--- config.mk ---
export PLATFORM = sky130hd
export DESIGN_NAME = doorlock_ctrl
export DESIGN_NICKNAME = d
export VERILOG_FILES = /design/src/rtl/doorlock_ctrl.sv
export SDC_FILE = /design/constraint.sdc
export NUM_CORES = 1
export LEC_CHECK = 0
export ABC_AREA = 1
export ABC_CLOCK_PERIOD_IN_PS = 1590
export CAP_MARGIN = 20
export CORE_MARGIN = 1.5
export CORE_UTILIZATION = 53
export DETAILED_ROUTE_END_ITERATION = 12
export PLACE_DENSITY = 0.77
export SYNTH_ARGS = -nofsm -noshare
export SYNTH_HDL_FRONTEND = slang
export SYNTH_SLANG_ARGS = --single-unit
--- constraint.sdc ---
create_clock -name clk -period 1.59 [get_ports clk]
set_input_delay 0.159 -clock clk [delete_from_list [all_inputs] [get_ports clk]]
set_output_delay 0.159 -clock clk [all_outputs]
set_load 0.1 [all_outputs]
--- src/rtl/doorlock_ctrl.sv ---
// Keypad-side doorlock controller: collects a 4-digit BCD code, checks it against
// the stored password, and sequences the open / error / lockout timed states.
module doorlock_ctrl #(
   parameter logic [15:0] DEFAULT_PW = 16'h1234,
   parameter int unsigned OPEN_CYC   = 1000,
   parameter int unsigned ERR_CYC    = 200,
   parameter int unsigned LOCK_CYC   = 5000,
   parameter int unsigned MAX_FAIL   = 3
) (
   input  logic        clk,
   input  logic        rst,
   input  logic        key_valid,
   input  logic [3:0]  key_code,
   output logic        open,
   output logic        err,
   output logic        locked,
   output logic [15:0] entry,
   output logic [2:0]  entry_cnt,
   output logic        pw_saved
);

   typedef enum logic [1:0] {S_ENTRY, S_OPEN, S_ERROR, S_LOCKOUT} state_t;

   localparam logic [31:0] OPEN_LD  = 32'(OPEN_CYC - 1);
   localparam logic [31:0] ERR_LD   = 32'(ERR_CYC - 1);
   localparam logic [31:0] LOCK_LD  = 32'(LOCK_CYC - 1);
   localparam logic [2:0]  MAX_F    = 3'(MAX_FAIL);

   state_t      state, state_nxt;
   logic [31:0] timer, timer_nxt;
   logic [15:0] pw, pw_nxt;
   logic [15:0] entry_nxt;
   logic [2:0]  cnt_nxt;
   logic [2:0]  fail, fail_nxt;
   logic        pw_saved_nxt;

   logic is_digit, is_clear, is_enter, full;

   assign is_digit = key_valid && (key_code <= 4'd9);
   assign is_clear = key_valid && (key_code == 4'd10);
   assign is_enter = key_valid && (key_code == 4'd11);
   assign full     = (entry_cnt == 3'd4);

   always_ff @(posedge clk) begin
      if (!rst) begin
         state     <= S_ENTRY;
         timer     <= '0;
         pw        <= DEFAULT_PW;
         entry     <= '0;
         entry_cnt <= '0;
         fail      <= '0;
         pw_saved  <= 1'b0;
      end else begin
         state     <= state_nxt;
         timer     <= timer_nxt;
         pw        <= pw_nxt;
         entry     <= entry_nxt;
         entry_cnt <= cnt_nxt;
         fail      <= fail_nxt;
         pw_saved  <= pw_saved_nxt;
      end
   end

   always_comb begin
      state_nxt    = state;
      timer_nxt    = timer;
      pw_nxt       = pw;
      entry_nxt    = entry;
      cnt_nxt      = entry_cnt;
      fail_nxt     = fail;
      pw_saved_nxt = 1'b0;

      // Digit/clear editing is shared by ENTRY and OPEN; enter overrides below.
      if (is_digit && !full) begin
         entry_nxt = {entry[11:0], key_code};
         cnt_nxt   = entry_cnt + 3'd1;
      end else if (is_clear) begin
         entry_nxt = '0;
         cnt_nxt   = '0;
      end

      unique case (state)
         S_ENTRY: begin
            if (is_enter) begin
               entry_nxt = '0;
               cnt_nxt   = '0;
               if (full && (entry == pw)) begin
                  state_nxt = S_OPEN;
                  timer_nxt = OPEN_LD;
                  fail_nxt  = '0;
               end else begin
                  state_nxt = S_ERROR;
                  timer_nxt = ERR_LD;
                  fail_nxt  = (fail >= MAX_F) ? MAX_F : fail + 3'd1;
               end
            end
         end
         S_OPEN: begin
            if (timer == '0) begin
               // Expiry wins over any key strobe in the same cycle.
               state_nxt = S_ENTRY;
               entry_nxt = '0;
               cnt_nxt   = '0;
            end else begin
               timer_nxt = timer - 32'd1;
               if (is_enter) begin
                  entry_nxt = '0;
                  cnt_nxt   = '0;
                  if (full) begin
                     pw_nxt       = entry;
                     pw_saved_nxt = 1'b1;
                  end
               end
            end
         end
         S_ERROR: begin
            entry_nxt = entry;
            cnt_nxt   = entry_cnt;
            if (timer == '0) begin
               if (fail == MAX_F) begin
                  state_nxt = S_LOCKOUT;
                  timer_nxt = LOCK_LD;
               end else begin
                  state_nxt = S_ENTRY;
               end
            end else begin
               timer_nxt = timer - 32'd1;
            end
         end
         S_LOCKOUT: begin
            entry_nxt = entry;
            cnt_nxt   = entry_cnt;
            if (timer == '0) begin
               state_nxt = S_ENTRY;
               fail_nxt  = '0;
            end else begin
               timer_nxt = timer - 32'd1;
            end
         end
         default: state_nxt = S_ENTRY;
      endcase
   end

   assign open   = (state == S_OPEN);
   assign err    = (state == S_ERROR);
   assign locked = (state == S_LOCKOUT);

endmodule
==> results of run 1 <==
## metrics by stage
step,instance area [µm²],TNS (ns),hold slack [ns]
CTS,6690,-8.46,0.467
global placement,5810,-10.64,0.442
floorplan,4370,-8.59,0.400
detailed placement,5810,-14.80,0.454
## what timing repair did
item / 4_1_cts
cloned: 7
pin swaps: 23
setup buffers: 18
endpoints found under the setup margin: 72
gates resized for setup: 123
hold endpoints to repair: 0
## cells in the mapped netlist, types with 7 or more instances
cell type	count	area [µm²]
nand3_1	36	180
nor2_1	71	267
inv_1	74	278
nand4_1	18	113
nand2_1	135	507
o211ai_1	7	52.6
a21oi_1	71	355
clkbuf_1	10	37.5
dfxtp_1	73	1460
xnor2_1	8	70.1
nor3_1	20	100
xor2_1	8	70.1
o21ai_0	45	225
nor2_2	8	50.1
## kinds of logic after synthesis
family	synth area share
adders and majority gates	0.0176
DFF	0.343
buffers and inverters	0.100
AOI/OAI and AO/OA	0.176
xor gates and xnor gates	0.0329
and+or+nand+nor	0.330
## routing by layer
layer,GRT overflow,GRT usage
met2,0,0.869
met3,0,0.397
met1,0,0.713
met4,1,0.622
met5,0,0.0449
==> key figures, run 1 <==
Run status
  • Status: did not finish
  • Halt Stage: global routing
  • Err: [ERROR GRT-0232] Routing congestion too high. Check the congestion heatmap in the GUI.

Synth
  • Ys flop type: dfxtp_1
  • EDFF count, synth: 0
  • Ys async rst share: 0
  • Syn Nets: roughly 660
  • Mean Syn Cell Area: roughly 6.6 µm²
  • Sequential share of the synthesized area: 0.343
  • Synth Cell Area: 4260 µm²
  • Mapped Cells: between 600 and 700
  • Synth cell types: 36
  • FF+latch count, synth: 73
  • Yosys warns: 0

Timing
  • Worst EP Category: register input
  • Worst-path endpoint after global-route repair_timing: timer[5]$_SDFFE_PN0P_/D

Placement
  • Placed insts: around 900
  • Worst slack, placed: -0.297 ns
  • Number of port buffers: 29
  • Final GP Congestion: slightly above 0.9
  • HPWL after DPL: roughly 9.8 mm

CTS
  • CTS Sinks: 73
  • Clock root buffer: clkbuf_8
  • Clk buf depth: 2
  • Hold buffers post-CTS: 0
  • CTS H-Tree Depth: 3
  • CTS buffer count: 9

Floorplanning
  • Height of the chip: between 90 and 100 µm
  • Row count: 32
  • Initial Utilization: 0.549
  • Die Wd: slightly above 90 µm
  • Io pins: 30

Global route
  • Global-route usage over all layers: 0.660
  • Largest net degree at the start of global routing: 28
  • Gr ovfl total: 1
==> run 2: changes to the inputs <==
--- a/config.mk
+++ b/config.mk
@@ -6,12 +6,12 @@
 export NUM_CORES = 1
 export LEC_CHECK = 0
 export ABC_AREA = 1
-export ABC_CLOCK_PERIOD_IN_PS = 1590
+export ABC_CLOCK_PERIOD_IN_PS = 2050
 export CAP_MARGIN = 20
 export CORE_MARGIN = 1.5
-export CORE_UTILIZATION = 53
+export CORE_UTILIZATION = 40
 export DETAILED_ROUTE_END_ITERATION = 12
-export PLACE_DENSITY = 0.77
+export PLACE_DENSITY_LB_ADDON = 0.15
 export SYNTH_ARGS = -nofsm -noshare
 export SYNTH_HDL_FRONTEND = slang
 export SYNTH_SLANG_ARGS = --single-unit
==> constraint.sdc (replaced) <==
create_clock -name clk -period 2.05 [get_ports clk]
set_input_delay 0.205 -clock clk [delete_from_list [all_inputs] [get_ports clk]]
set_output_delay 0.205 -clock clk [all_outputs]
set_load 0.1 [all_outputs]
==> run 2 against run 1 <==
  * The run now ends clean
  * Synthesized cell count unchanged
  * Synthesized area unchanged
==> key figures, run 2 <==
Setup path
  • R2R Setup Slk: approximately 0.15 ns
  • Endpoint class of the critical path: flip-flop
  • CP startpoint kind: flip-flop
  • Worst R2R Start: timer[0]
  • Max stage delay on crit path: ~0.30 ns
  • Stages on worst setup path: 13
  • Reg2reg end: timer[24]
  • Buf/Inv on CP: 3
  • Critical Path Slowest Stage Cell: dfxtp_1
  • Worst-path fanout max: 12
  • Family with the most delay on the worst path: simple AND/OR/NAND/NOR gates
  • Worst Setup SP: timer[0]
  • Setup crit end: timer[24]
  • Crit path cell chain: inv_1, ha_1, inv_1, nor2_1, nand3_1, nor2_1, nand3_1, nand2_1, nand2_2, nand2_4, inv_6, o21ai_0, nor2_1
  • CP arrival: approximately 2.2 ns
  • Most used cell, CP: nor2_1
  • FF-to-FF path depth: 13
  • Setup CP Type: reg2reg
  • Required time worst endpoint: between 2 and 2.5 ns

Synth
  • Synth area leader: dfxtp_1
  • Most frequent cell after synthesis: nand2_1
  • Area share of the largest cell type after synthesis: 0.343
  • Synth Cell Area: 4260 µm²
  • EDFF count, synth: 0
  • Synth top cells by count: nand2_1 (135), inv_1 (74), dfxtp_1 (73), a21oi_1 (71), nor2_1 (71)
  • Ys async rst share: 0
  • Ys flop type: dfxtp_1
  • Mean Syn Cell Area: approximately 6.6 µm²
  • Sequential share of the synthesized area: 0.343
  • FF+latch count, synth: 73
  • Syn Nets: approximately 660
  • Area contributors post-synth: dfxtp_1 (34%), nand2_1 (12%), a21oi_1 (8.3%)
  • Synth cell types: 36
  • Yosys warns: 0
  • Mapped Cells: 646

Layout
  • Largest register FFs: 32
  • Most common cell after layout, fill and taps aside: nand2_1
  • Antenna cell count: 0
  • Layout area overhead: 17.9%
  • Post-route cell area: between 5000 and 6000 µm²
  • Largest regs: timer x32, entry x16, pw x16
  • # nets final: approximately 700
  • Largest reg by FF count: timer
  • Commonest cells after routing, fill and taps aside: nand2_1 (134), inv_1 (74), nor2_1 (71), a21oi_1 (71), dfxtp_1 (70)
  • Proportion of layout cells with a drive suffix above 1: 0.147
  • Layout fillers: 1062

Timing
  • Final worst slack: about 0.15 ns
  • Final setup fails: 0
  • Clock skew: between 0.007 and 0.008 ns
  • Unrepaired setup endpoints after global routing: false
  • Final hold viol count: 0
  • Max Slew Vio Count: 0
  • Final Hold Slack: ~0.46 ns
  • Fin crit period: between 1.5 and 2 ns
  • Fmax: roughly 530 MHz
  • Setup_tns: 0 ns
  • Tcrit/Tclk final: 0.925
  • Max-Slew Margin vs Limit: 0.479
  • Worst-margin pin slew: 0.781 ns

Global route
  • Global-route usage over all layers: 0.214
  • Initial antenna violation count: 0
  • Largest net degree at the start of global routing: 33
  • Global-route wire length before repair: about 19 mm
  • Gr ovfl total: 0
  • Vias in the first global route: between 3000 and 4000

CTS
  • Clk slew on worst S/H paths: 0.08 ns
  • CTS H-Tree Depth: 3
  • CTS resizes: 0
  • Post-CTS setup buffer count: 0
  • Clock root buffer: clkbuf_8
  • Worst-Skew Late Latency: approximately 0.36 ns
  • Clk buf depth: 2
  • Hold buffers post-CTS: 0
  • CTS buffer count: 9
  • TritonCTS clock tree: built
  • CTS Sinks: 73

Floorplanning
  • Core footprint: about 10000 µm²
  • Initial Utilization: 0.413
  • Height of the chip: about 110 µm
  • Io pins: 30
  • Die Wd: roughly 110 µm
  • Row count: 37
  • Area of the die: ~11000 µm²

Route
  • Final ANT Viol Nets: 0
  • Vias: ~4200
  • Final WL: around 12 mm
  • First drt pass iteration count: 5
  • Drc violations: 0
  • 1st-iter DRT viols: between 200 and 250
  • Wire per inst: roughly 14 µm
  • DR vias/cell: a little over 5

Placement
  • Number of port buffers: 29
  • Worst slack, placed: between 0.03 and 0.04 ns
  • Final GP Congestion: roughly 0.86
  • HPWL after DPL: 8.50 mm
  • Post-DP Area: approximately 4800 µm²

Run
  • Max-cap violations: 0

Worst hold path
  • Hold WC Path Type: reg2reg
  • Hold Path Origin: pw[6]

Run status
  • Status: finished, final reports clean
[run 2: cell counts after synthesis]
No cell type changed its count.
[run 2: stage by stage]
step,instances,utilization
floorplan,646,-
global placement,814,0.467
detailed placement,814,0.467
CTS,830,0.486
global route,830,0.487
finish,830,0.487
[run 2: tightest hold or removal path, delay by kind of cell (launching register included)]
family | cells | cell delay [ns]
buffers and inverters | 1 | 0.05
DFF | 1 | 0.32
AOI/OAI and AO/OA | 1 | 0.05
[run 2: worst min-delay path by stage]
stage                         to  slack (ns)  cells past startpoint
after global routing      pw[14]        0.49                      2
after detailed placement   pw[6]        0.45                      2
final                      pw[6]        0.46                      2
after floorplan            pw[6]        0.44                      2
after CTS                  pw[6]        0.46                      2
after global placement     pw[8]        0.45                      2
[run 2: logic make-up after synthesis]
group | Yosys count | synth area share
flip-flops | 73 | 0.343
XOR/XNOR | 16 | 0.0329
buffers and inverters | 102 | 0.100
AO/OA/AOI/OAI | 138 | 0.176
adder cells (fa/ha/maj) | 6 | 0.0176
AND/OR/NAND/NOR | 311 | 0.330
[run 2: routing by layer]
metal | GRT usage | vias to the layer above | share of wire | routed length [µm]
li1 | - | 2209 | - | -
met2 | 0.326 | 82 | 0.45 | 5160
met4 | 0.0820 | 0 | 0.018 | 203
met5 | 0 | - | 0 | 0
met3 | 0.0349 | 12 | 0.043 | 497
met1 | 0.300 | 1921 | 0.49 | 5690
[run 2: layout make-up]
cell class	instances	area (µm²)	share of cell area
flip-flops and latches	73	1470	0.291
repair buffers	53	500	0.0995
clock buffers	13	149	0.0296
well taps	136	170	0.0338
multi-input cells	471	2390	0.476
clock inverters	3	40.0	0.00796
inverters	81	310	0.0617
Power of run 2 is not shown: default switching activity piles up to over one toggle a cycle in this logic, so the estimate is an artifact.
==> run 3: changes to the inputs <==
--- a/config.mk
+++ b/config.mk
@@ -9,7 +9,8 @@
 export ABC_CLOCK_PERIOD_IN_PS = 2050
 export CAP_MARGIN = 20
 export CORE_MARGIN = 1.5
-export CORE_UTILIZATION = 40
+export CORE_UTILIZATION = 30
+export CTS_BUF_LIST = sky130_fd_sc_hd__clkbuf_16
 export DETAILED_ROUTE_END_ITERATION = 12
 export PLACE_DENSITY_LB_ADDON = 0.15
 export SYNTH_ARGS = -nofsm -noshare
==> run 3 against run 2 <==
  * Die area increased by 32%
  * Non-clock buffer count increased by 9
  * Critical path type unchanged
  * Sequential share of layout area decreased by 1.2 points
  * Cell count increased by 6.3%
  * Utilization decreased by 11 points
  * Critical path depth decreased by 1
  * Clock skew decreased by 0.0018 ns
==> key figures, run 3 (synthesis results as in run 2) <==
Global route
  • Vias in the first global route: 4239
  • Gr ovfl total: 0
  • Initial antenna violation count: 0
  • Global-route usage over all layers: 0.179
  • Largest net degree at the start of global routing: 36
  • Global-route wire length before repair: approximately 21 mm

Setup path
  • Most used cell, CP: inv_1
  • Crit path cell chain: inv_1, buf_4, ha_1, inv_1, nor2_4, nand2_2, nor2_2, nand2_1, inv_1, nand2_1, or2_2, a21oi_2
  • CP arrival: ~2.1 ns
  • R2R Setup Slk: ~0.19 ns
  • CP startpoint kind: flip-flop
  • Endpoint class of the critical path: flip-flop
  • Critical Path Slowest Stage Cell: dfxtp_1
  • Worst R2R Start: timer[0]
  • FF-to-FF path depth: 12
  • Required time worst endpoint: between 2 and 2.5 ns
  • Reg2reg end: timer[28]
  • Max stage delay on crit path: 0.29 ns
  • Setup CP Type: reg2reg
  • Worst-path fanout max: 5

Timing
  • Final hold viol count: 0
  • Clock skew: around 0.0057 ns
  • Worst-margin pin slew: between 0.6 and 0.7 ns
  • Max Slew Vio Count: 0
  • Final Hold Slack: 0.461 ns
  • Tcrit/Tclk final: 0.906
  • Final setup fails: 0
  • Fmax: between 500 and 600 MHz
  • Unrepaired setup endpoints after global routing: true
  • Fin crit period: about 1.9 ns
  • Max-Slew Margin vs Limit: 0.551

Route
  • First drt pass iteration count: 5
  • Final ANT Viol Nets: 0
  • Wire per inst: about 14 µm
  • Drc violations: 0
  • Final WL: approximately 12 mm
  • 1st-iter DRT viols: roughly 270
  • Vias: approximately 4300
  • DR vias/cell: approximately 4.9

Placement
  • HPWL after DPL: approximately 9.0 mm
  • Post-DP Area: 4920 µm²
  • Number of port buffers: 29
  • Placed insts: roughly 870
  • Final GP Congestion: about 0.86

Layout
  • Proportion of layout cells with a drive suffix above 1: 0.160
  • Final std cells w/o fill: between 800 and 900
  • Most common cell after layout, fill and taps aside: nand2_1
  • Layout fillers: 1520
  • Largest reg by FF count: timer
  • # nets final: between 700 and 800
  • Largest regs: timer x32, entry x16, pw x16
  • Commonest cells after routing, fill and taps aside: nand2_1 (134), inv_1 (75), a21oi_1 (71)
  • Layout area overhead: 23.1%
  • Post-route cell area: ~5300 µm²
  • Antenna cell count: 0
  • Largest register FFs: 32

CTS
  • CTS buffer count: 9
  • Clk slew on worst S/H paths: about 0.05 ns
  • CTS Sinks: 73
  • Clock root buffer: clkbuf_16
  • Post-CTS setup buffer count: 0
  • Clk buf depth: 2
  • TritonCTS clock tree: built
  • CTS H-Tree Depth: 3
  • Worst-Skew Late Latency: 0.34 ns

Floorplanning
  • Row count: 43
  • Core footprint: ~14000 µm²
  • Height of the chip: between 100 and 150 µm
  • Initial Utilization: 0.307
  • Io pins: 30
  • Area of the die: approximately 15000 µm²
  • Die Wd: ~120 µm

Worst hold path
  • Hold Path Cell Cnt: 2
  • Hold EP: pw[8]
  • Hold WC Path Type: reg2reg
  • Hold Path Origin: pw[8]

Run status
  • Status: finished, final reports clean

Run
  • Max-cap violations: 0
[run 3: cell types whose count changed in the layout (fill, tap and decap cells not counted), moves of 2 or more]
cell / before / now
clkinv_1: 2 / 5
clkbuf_8: 10 / 0
clkbuf_1: 3 / 0
clkbuf_16: 0 / 9
clkinv_2: 3 / 1
buf_4: 40 / 51
buf_12: 7 / 5
[run 3: worst max path at each step]
stage / from / end / slack, ns
detailed placement: key_code[3] / timer[28] / 0.08
CTS: timer[10] / timer[24] / 0.13
finish: timer[0] / timer[28] / 0.19
global route: timer[1] / timer[24] / -0.01
global placement: key_code[3] / timer[28] / 0.11
floorplan: entry[5] / state[1] / 0.003
[run 3: critical path: cells and delay by family (launching register included)]
kind,cells,cell delay (ns)
compound gates,1,0.11
fa+ha+maj,1,0.16
buf+inv,4,0.38
flops,1,0.29
simple gates,6,0.86
[run 3: through the flow]
step	TNS, ns	util	worst slack [ns]
2_1_floorplan	0	-	0.00311
3_3_place_gp	0	0.355	0.110
3_5_place_dp	0	0.355	0.0756
4_1_cts	0	0.376	0.131
5_1_grt	-0.0517	0.378	-0.0126
6_report	0	0.378	0.192
[run 3: final cells by class]
| cell class | instances | area (µm²) | share of cell area |
|---|---|---|---|
| multi-input combinational | 471 | 2410 | 0.459 |
| inverter | 81 | 308 | 0.0586 |
| sequential | 73 | 1470 | 0.279 |
| clock inverter | 6 | 75.1 | 0.0143 |
| tap | 180 | 225 | 0.0429 |
| timing repair buffer | 62 | 543 | 0.103 |
| clock buffer | 9 | 225 | 0.0429 |
[run 3: repair_timing]
item / in CTS / in global routing
endpoints found under the setup margin: 0 / 24
gates resized for setup: 0 / 10
hold endpoints to repair: 0 / 0
hold buffers: 0 / 0
[run 3: layer usage]
metal,GRT usage,part of all wire,up-vias
met4,0.0487,0.010,0
met1,0.232,0.48,2022
li1,-,-,2227
met5,0,0,-
met3,0.0423,0.031,10
met2,0.296,0.48,66
Power of run 3 is left out for the same reason.
==> run 4: changes to the inputs <==
--- a/config.mk
+++ b/config.mk
@@ -6,7 +6,7 @@
 export NUM_CORES = 1
 export LEC_CHECK = 0
 export ABC_AREA = 1
-export ABC_CLOCK_PERIOD_IN_PS = 2050
+export ABC_CLOCK_PERIOD_IN_PS = 2210
 export CAP_MARGIN = 20
 export CORE_MARGIN = 1.5
 export CORE_UTILIZATION = 30
==> constraint.sdc (replaced) <==
create_clock -name clk -period 2.21 [get_ports clk]
set_input_delay 0.221 -clock clk [delete_from_list [all_inputs] [get_ports clk]]
set_output_delay 0.221 -clock clk [all_outputs]
set_load 0.1 [all_outputs]
==> run 4 against run 3 <==
  * Global-route usage about the same
  * Critical path depth decreased by 2
  * Sequential share of layout area increased by 0.83 points
  * Utilization decreased by 1.1 points
  * Via count decreased by 2.0%
==> key figures, run 4 (synthesis results as in run 2) <==
Global route
  • Initial antenna violation count: 0
  • M2 GR Usage: 0.300
  • Gr ovfl total: 0
  • Met1 Usage GRT: 0.229
  • Global-route wire length before repair: slightly above 20 mm
  • Busiest layer in global routing: met2
  • Global-route usage over all layers: 0.179
  • Largest net degree at the start of global routing: 33
  • Met3 Use GR: 0.0372
  • Vias in the first global route: between 4000 and 5000

Run status
  • Status: finished, final reports clean

Setup path
  • CP startpoint kind: flip-flop
  • FF-to-FF path depth: 10
  • Stages on worst setup path: 10
  • Critical Path Slowest Stage Cell: dfxtp_1
  • Crit path cell chain: nor2_2, inv_2, nor2_1, nor2_2, nand2_4, nand2_2, nand2_4, clkinv_2, o21ai_0, nor2_1
  • Endpoint class of the critical path: flip-flop
  • CP arrival: 2.23 ns
  • Max stage delay on crit path: approximately 0.40 ns
  • Buf/Inv on CP: 2
  • Family with the most delay on the worst path: simple AND/OR/NAND/NOR gates
  • Required time worst endpoint: approximately 2.4 ns
  • Setup CP Type: reg2reg
  • Worst-path fanout max: 13

CTS
  • Hold buffers post-CTS: 0
  • TritonCTS clock tree: built
  • Clock root buffer: clkbuf_16
  • CTS buffer count: 9
  • Worst-Skew Late Latency: 0.34 ns
  • CTS H-Tree Depth: 3
  • Clk buf depth: 2
  • CTS Sinks: 73
  • Clk slew on worst S/H paths: around 0.060 ns

Timing
  • Max-Slew Margin vs Limit: 0.407
  • Final setup fails: 0
  • Fmax: approximately 500 MHz
  • Setup_tns: 0 ns
  • Tcrit/Tclk final: 0.905
  • Max Slew Vio Count: 0
  • Fin crit period: around 2.0 ns
  • Unrepaired setup endpoints after global routing: false
  • Clock skew: 0.00686 ns
  • Final hold viol count: 0
  • Final Hold Slack: approximately 0.46 ns
  • Worst-margin pin slew: about 0.89 ns

Route
  • First drt pass iteration count: 4
  • Final ANT Viol Nets: 0
  • Vias: about 4200
  • 1st-iter DRT viols: between 300 and 400
  • Wire per inst: approximately 14 µm
  • Drc violations: 0
  • Final WL: 12.3 mm
  • DR vias/cell: 4.88

Layout
  • Final std cells w/o fill: ~870
  • Largest reg by FF count: timer
  • Most common cell after layout, fill and taps aside: nand2_1
  • Largest register FFs: 32
  • # nets final: a little under 700
  • Proportion of layout cells with a drive suffix above 1: 0.142
  • Layout area overhead: 19.6%
  • Commonest cells after routing, fill and taps aside: nand2_1 (134), inv_1 (76), a21oi_1 (71)
  • Largest regs: timer x32, entry x16, pw x16
  • Antenna cell count: 0
  • Post-route cell area: about 5100 µm²

Placement
  • Placed insts: between 800 and 900
  • Number of port buffers: 29
  • Post-DP Area: roughly 4800 µm²
  • Final GP Congestion: about 0.8
  • HPWL after DPL: a little under 9 mm

Run
  • Max-cap violations: 0

Floorplanning
  • Die Wd: about 120 µm
  • Area of the die: about 15000 µm²
  • Core footprint: about 14000 µm²
  • Io pins: 30
  • Initial Utilization: 0.307
  • Height of the chip: between 100 and 150 µm
  • Row count: 43

Worst hold path
  • Hold WC Path Type: reg2reg
  • Hold Path Cell Cnt: 2
run 4: worst reg2reg max path: stages (launching register included):
cell,delay [ns]
dfxtp_1,0.40
nor2_2,0.31
inv_2,0.15
nor2_1,0.21
nor2_2,0.08
nand2_4,0.17
nand2_2,0.11
nand2_4,0.10
clkinv_2,0.18
o21ai_0,0.13
nor2_1,0.05
run 4: path summary, 6_finish.rpt:
check	slack (ns)	to	from
max	0.21	timer[24]	state[0]
min	0.46	pw[6]	pw[6]
max reg2reg	0.21	timer[24]	state[0]
min reg2reg	0.46	pw[6]	pw[6]
run 4: cell type report:
cell class	count	area, µm²
Clock inverter	7	63.8
Sequential cell	73	1470
Timing Repair Buffer	47	418
Tap cell	180	225
Fill cell	1496	8780
Multi-Input combinational cell	471	2400
Inverter	81	305
Clock buffer	9	225
run 4: repair_timing:
action,4_1_cts,5_1_grt
gates resized for setup,0,4
setup endpoints to repair,0,4
buffers inserted,0,0
run 4: through the flow:
stage	utilization	setup slack (ns)
detailed placement	0.346	0.111
global placement	0.346	0.147
floorplan	-	0.163
finish	0.367	0.211
CTS	0.367	0.219
global route	0.367	0.00405
run 4: per-layer routing:
metal	part of all wire	wire, µm
met5	0	0
met1	0.48	5950
met2	0.47	5780
met3	0.033	410
met4	0.013	159
Power of run 4 is left out for the same reason.
